[src/rtl/efpga_macc_stream.sv]
// efpga_macc_stream: parametrised, pipelined multiply-accumulate engine.
//
// Pipeline: optional S0 (input registers) -> optional S1 (product register)
// -> S2 (accumulator, drives y). Each beat carries an opcode selecting
// accumulate, restart, add-C or load-C. A single advance signal stalls every
// stage at once when the output is held by downstream backpressure.
//
// Build option: define EFPGA_MACC_SAT_EN to clamp ACC/ADDC results on
// overflow instead of wrapping modulo 2^ACC_WIDTH.
module efpga_macc_stream #(
  parameter int unsigned A_WIDTH   = 18,
  parameter int unsigned B_WIDTH   = 18,
  parameter int unsigned ACC_WIDTH = 40,
  parameter bit          SIGNED    = 1'b1,
  parameter bit          IN_REG    = 1'b1,
  parameter bit          MULT_REG  = 1'b1
) (
  input  logic                 clk,
  input  logic                 rst,
  input  logic                 in_valid,
  output logic                 in_ready,
  input  logic [A_WIDTH-1:0]   a,
  input  logic [B_WIDTH-1:0]   b,
  input  logic [ACC_WIDTH-1:0] c,
  input  logic [1:0]           op,
  output logic                 out_valid,
  input  logic                 out_ready,
  output logic [ACC_WIDTH-1:0] y,
  output logic                 ovf
);

  localparam int unsigned P_WIDTH = A_WIDTH + B_WIDTH;

  typedef enum logic [1:0] {
    OP_ACC   = 2'b00,
    OP_CLR   = 2'b01,
    OP_ADDC  = 2'b10,
    OP_LOADC = 2'b11
  } op_e;

  // The accumulator must hold a full-precision product.
  if (ACC_WIDTH < P_WIDTH) begin : g_width_check
    $error("efpga_macc_stream: ACC_WIDTH must be >= A_WIDTH+B_WIDTH");
  end

  logic                 advance;

  logic                 s0_valid;
  logic [A_WIDTH-1:0]   s0_a;
  logic [B_WIDTH-1:0]   s0_b;
  logic [ACC_WIDTH-1:0] s0_c;
  op_e                  s0_op;

  logic [P_WIDTH-1:0]   a_ext;
  logic [P_WIDTH-1:0]   b_ext;
  logic [P_WIDTH-1:0]   prod;
  logic [ACC_WIDTH-1:0] prod_ext;

  logic                 s1_valid;
  logic [ACC_WIDTH-1:0] s1_p;
  logic [ACC_WIDTH-1:0] s1_c;
  op_e                  s1_op;

  logic [ACC_WIDTH-1:0] acc;
  logic [ACC_WIDTH-1:0] acc_next;
  logic [ACC_WIDTH-1:0] addend;
  logic [ACC_WIDTH:0]   sum;
  logic                 ovf_hit;
  logic                 ovf_next;

  // Whole pipeline moves together; it only stops when a result is being held.
  assign advance  = !out_valid || out_ready;
  assign in_ready = advance;

  // ---------------------------------------------------------------- S0
  if (IN_REG) begin : g_in_reg
    // Capture the incoming beat (or bubble) whenever the pipeline advances.
    always_ff @(posedge clk or posedge rst) begin
      // NOTE: datapath registers are reset along with the valids so a
      // restart never exposes stale operands; there is no memory array here.
      if (rst) begin
        s0_valid <= 1'b0;
        s0_a     <= '0;
        s0_b     <= '0;
        s0_c     <= '0;
        s0_op    <= OP_ACC;
      end else if (advance) begin
        // NOTE: sequential state uses non-blocking assignments so every
        // stage samples the previous stage's pre-edge value.
        s0_valid <= in_valid;
        s0_a     <= a;
        s0_b     <= b;
        s0_c     <= c;
        s0_op    <= op_e'(op);
      end
    end
  end else begin : g_in_comb
    assign s0_valid = in_valid;
    assign s0_a     = a;
    assign s0_b     = b;
    assign s0_c     = c;
    assign s0_op    = op_e'(op);
  end

  // Operands extended to product width so one multiplier serves both modes.
  assign a_ext = {{B_WIDTH{SIGNED & s0_a[A_WIDTH-1]}}, s0_a};
  assign b_ext = {{A_WIDTH{SIGNED & s0_b[B_WIDTH-1]}}, s0_b};
  assign prod  = a_ext * b_ext;

  // Widen the product to accumulator width (sign- or zero-extension).
  always_comb begin
    // NOTE: every bit is given a value before the partial overwrite below,
    // so no path through this block can infer a latch.
    prod_ext              = {ACC_WIDTH{SIGNED & prod[P_WIDTH-1]}};
    prod_ext[P_WIDTH-1:0] = prod;
  end

  // ---------------------------------------------------------------- S1
  if (MULT_REG) begin : g_mult_reg
    // Register the widened product together with the beat's opcode and C.
    always_ff @(posedge clk or posedge rst) begin
      if (rst) begin
        s1_valid <= 1'b0;
        s1_p     <= '0;
        s1_c     <= '0;
        s1_op    <= OP_ACC;
      end else if (advance) begin
        s1_valid <= s0_valid;
        s1_p     <= prod_ext;
        s1_c     <= s0_c;
        s1_op    <= s0_op;
      end
    end
  end else begin : g_mult_comb
    assign s1_valid = s0_valid;
    assign s1_p     = prod_ext;
    assign s1_c     = s0_c;
    assign s1_op    = s0_op;
  end

  // ---------------------------------------------------------------- S2
  // Next accumulator value and overflow detection for the beat in S1.
  always_comb begin
    addend   = (s1_op == OP_ACC) ? acc : s1_c;
    sum      = {1'b0, addend} + {1'b0, s1_p};
    if (SIGNED)
      ovf_hit = (addend[ACC_WIDTH-1] == s1_p[ACC_WIDTH-1]) &&
                (sum[ACC_WIDTH-1] != addend[ACC_WIDTH-1]);
    else
      ovf_hit = sum[ACC_WIDTH];
    acc_next = sum[ACC_WIDTH-1:0];
    ovf_next = ovf || ovf_hit;
    case (s1_op)
      OP_CLR: begin
        acc_next = s1_p;
        ovf_next = 1'b0;
      end
      OP_LOADC: begin
        acc_next = s1_c;
        ovf_next = 1'b0;
      end
      default: begin
`ifdef EFPGA_MACC_SAT_EN
        // Clamp toward the side both addends were heading.
        if (ovf_hit) begin
          if (!SIGNED)
            acc_next = '1;
          else if (addend[ACC_WIDTH-1])
            acc_next = {1'b1, {(ACC_WIDTH-1){1'b0}}};
          else
            acc_next = {1'b0, {(ACC_WIDTH-1){1'b1}}};
        end
`endif
      end
    endcase
  end

  // Accumulator, sticky overflow and output valid; bubbles leave acc/ovf.
  always_ff @(posedge clk or posedge rst) begin
    if (rst) begin
      acc       <= '0;
      ovf       <= 1'b0;
      out_valid <= 1'b0;
    end else if (advance) begin
      out_valid <= s1_valid;
      if (s1_valid) begin
        acc <= acc_next;
        ovf <= ovf_next;
      end
    end
  end

  assign y = acc;

endmodule
[config.mk]
export PLATFORM = sky130hd
export DESIGN_NAME = efpga_macc_stream
export DESIGN_NICKNAME = d
export VERILOG_FILES = /design/src/rtl/efpga_macc_stream.sv
export SDC_FILE = /design/constraint.sdc
export NUM_CORES = 2
export LEC_CHECK = 0
export CAP_MARGIN = 40
export CORE_AREA = 2 2 215 217
export DETAILED_ROUTE_END_ITERATION = 8
export DIE_AREA = 0 0 217 219
export PLACE_DENSITY = 0.69
export SLEW_MARGIN = 5
export SYNTH_ARGS = -nofsm -noshare
export SYNTH_HDL_FRONTEND = slang
export SYNTH_SLANG_ARGS = --single-unit
export TNS_END_PERCENT = 50
[constraint.sdc]
create_clock -name clk -period 11.91 [get_ports clk]
set_input_delay 2.382 -clock clk [delete_from_list [all_inputs] [get_ports clk]]
set_output_delay 2.382 -clock clk [all_outputs]
set_load 0.01 [all_outputs]
==> flow_metrics.py <==
metrics = {
    "status": {
        "status": "finished clean",
    },
    "place": {
        "globalplace.congestion": 0.916,
        "dp.cells": 3187,
        "dpl.hpwl_um": 41800,
        "portBuffers": 124,
        "dpl_cell_area_um2": 24400,
    },
    "die": {
        "fp.dieW_um": 217,
        "dieArea_um2": 47500,
        "ios": 125,
        "start_util_pct": 50.4,
        "num_rows": 78,
        "fp.dieH_um": 219,
        "coreArea_um2": 45100,
    },
    "yosys": {
        "synth_top_area_share_pct": 29.1,
        "mappedNetlistArea_um2": 22700,
        "synth_cell_types": 64,
        "ys_seq_area_share_pct": 22.0,
        "ys.flop_type": "dfrtp_1",
        "async_reset_ff_share_pct": 100,
        "synthCells": 2574,
        "synth-seq-cells": 200,
        "avgSynthCellArea_um2": 8.82,
        "syn-num-nets": 3118,
        "synth.area.top_cells": "fa_1, dfrtp_1, nand2_1, ha_1, inv_1",
        "ys_warn_count": 0,
        "synth_top_area_cell": "fa_1",
        "synth-edff-count": 0,
    },
    "clock_network": {
        "post_cts_buffers": 0,
        "holdBufCountCts": 0,
        "clock_sinks": 200,
        "numCtsBuffers": 17,
        "path_clk_slew_ns": 0.08,
        "cts_tree": "yes",
        "clockBufferDepth": 2,
        "clock_latency_ns": 0.49,
        "cts_repair_resize_count": 0,
        "cts-root-buf": "clkbuf_16",
        "cts_max_level": 4,
    },
    "setup_path": {
        "criticalPathCategory": "flop to flop",
        "arrival_ns": 7.14,
        "cp_common_cell": "fa_1",
        "crit_chain": "nand2_1 -> fa_1 -> inv_1 -> fa_1 -> inv_1 -> fa_1 -> inv_1 -> fa_1 -> fa_1 -> fa_1 -> ha_1 -> nor2b_1 -> nor3_1 -> a31oi_1 -> a311o_1 -> a311oi_1 -> a211oi_1",
        "required_ns": 12.28,
        "worstPathMaxFanout": 19,
        "endpoint_kind": "flop",
        "start_kind": "flop",
        "critical-path-slowest-cell": "fa_1",
        "max_stage_delay_ns": 0.91,
    },
    "route": {
        "wl_per_cell_um": 16.6,
        "routed_via_density": 5.27,
        "dr.pass1.iters": 5,
        "drc": 0,
        "drt_iter0_markers": 1138,
        "ant_nets": 0,
        "via_count": 17000,
        "totalWireLength_um": 53400,
    },
    "sta": {
        "max_freq_mhz": 148,
        "maxSlewViolCount": 0,
        "post-route-period-util_pct": 56.9,
        "setup_viol": 0,
        "rsz0062_at_grt": "false",
        "hold_slack_ns": 0.470,
        "worst_pin_slew_ns": 0.851,
        "finalClockSkew_ns": 0.0156,
        "fin_crit_ns": 6.77,
        "slew_headroom_pct": 43.2,
        "finalSetupTns_ns": 0,
        "hold_viol_final": 0,
    },
    "layout": {
        "num_antenna_cells": 0,
        "instances_no_fill": 3219,
        "syn_to_final_growth_pct": 10.1,
        "drive_gt1_share_pct": 4.05,
        "num-nets-final": 3150,
        "stdcell_area_um2": 25000,
    },
    "global_routing": {
        "grt_start_max_net_pins": 79,
        "grt_usage_pct": 24.0,
        "antenna_found_initial": 0,
        "gr-total-overflow": 0,
        "grt_pass1_vias": 18100,
        "grt_pass1_wl_um": 90600,
    },
    "flow_run": {
        "drv_cap": 0,
    },
    "min_path": {
        "min-delay-path-class": "flop to flop",
    },
}
==> per-layer routing <==
metal  routed length (um)  track usage (%)  vias to the layer above
li1                     -                -                     8010
met1                24700             32.9                     8460
met2                24900             39.5                      421
met3                 2720             3.74                       70
met4                 1000             7.15                        0
met5                    0                0                        -
==> per-stage QoR <==
step	utilization (%)	setup slack (ns)
floorplan	-	4.07
global placement	54.0	5.20
detailed placement	54.1	5.16
CTS	55.5	5.15
global route	55.5	4.72
finish	55.5	5.14
==> Yosys cell counts (all sizes together), types with 10 or more instances <==
cell type	n
and3	16
nor2	62
and2	168
mux2i	36
a21o	37
o21a	12
nor3	10
o21ai	107
ha	132
a21oi	84
xnor2	35
a211oi	10
nand2	629
buf	12
a31oi	11
clkbuf	110
nor2b	12
fa	330
mux2	44
xor2	26
nand2b	16
inv	393
dfrtp	200
==> area by class of cell <==
| class | count | area, um2 |
|---|---|---|
| Inverter | 393 | 1490 |
| Multi-Input combinational cell | 1859 | 15800 |
| Clock buffer | 19 | 453 |
| Timing Repair Buffer | 135 | 1360 |
| Sequential cell | 200 | 5010 |
| Clock inverter | 13 | 153 |
| Fill cell | 4087 | 20100 |
| Tap cell | 600 | 751 |
==> layout by cell type (no fill, tap or decap), types with 61 or more instances in the layout <==
master           instances
dfrtp_1                198
o21ai_0                 88
inv_1                  391
fa_1                   330
nand2_1                628
ha_1                   132
and2_1                 168
a21oi_1                 83
nor2_1                  61
clkdlybuf4s50_1        124
==> kinds of logic (layout without fill, tap and decap cells) <==
kind of cell	after synthesis	count (layout)	synth area share [%]
fa+ha+maj	462	462	36.4
compound gates	311	311	8.49
buf+inv	515	560	8.51
mux	80	80	3.77
simple gates	945	945	18.5
flops	200	200	22.0
xor+xnor	61	61	2.35
==> worst paths after layout <==
| path | endpoint | depth (start not counted) | slack (ns) | startpoint |
|---|---|---|---|---|
| hold reg to reg | s0_c[31]$_DFFE_PP0N_ | 2 | 0.47 | s0_c[31]$_DFFE_PP0N_ |
| min in group asynchronous | s0_c[5]$_DFFE_PP0N_ | 2 | 2.34 | rst |
| setup reg to reg | s1_p[35]$_DFFE_PP0N_ | 17 | 5.14 | s0_b[3]$_DFFE_PP0N_ |
| max in group asynchronous | s1_op[0]$_DFFE_PP0N_ | 3 | 8.21 | rst |
| hold / removal | s0_c[31]$_DFFE_PP0N_ | 2 | 0.47 | s0_c[31]$_DFFE_PP0N_ |
| setup / recovery | s1_p[35]$_DFFE_PP0N_ | 17 | 5.14 | s0_b[3]$_DFFE_PP0N_ |
==> sequential cells by signal (all words and copies together) (netlist names) <==
signal	cells
s0_valid	1
ovf	1
y	40
s0_b	18
s1_valid	1
s0_op	2
out_valid	1
s0_a	18
s1_c	40
s1_op	2
s0_c	40
s1_p	36
==> critical path: cells and delay by family (launching register included) <==
kind	cells	cell delay, ns
flops	1	0.78
buf+inv	3	0.38
fa+ha+maj	7	3.83
simple gates	3	0.61
compound gates	4	1.04
Power is left out: the tool's default activity adds up to more than one toggle a clock period on the data nets, which glitch-free logic cannot reach.
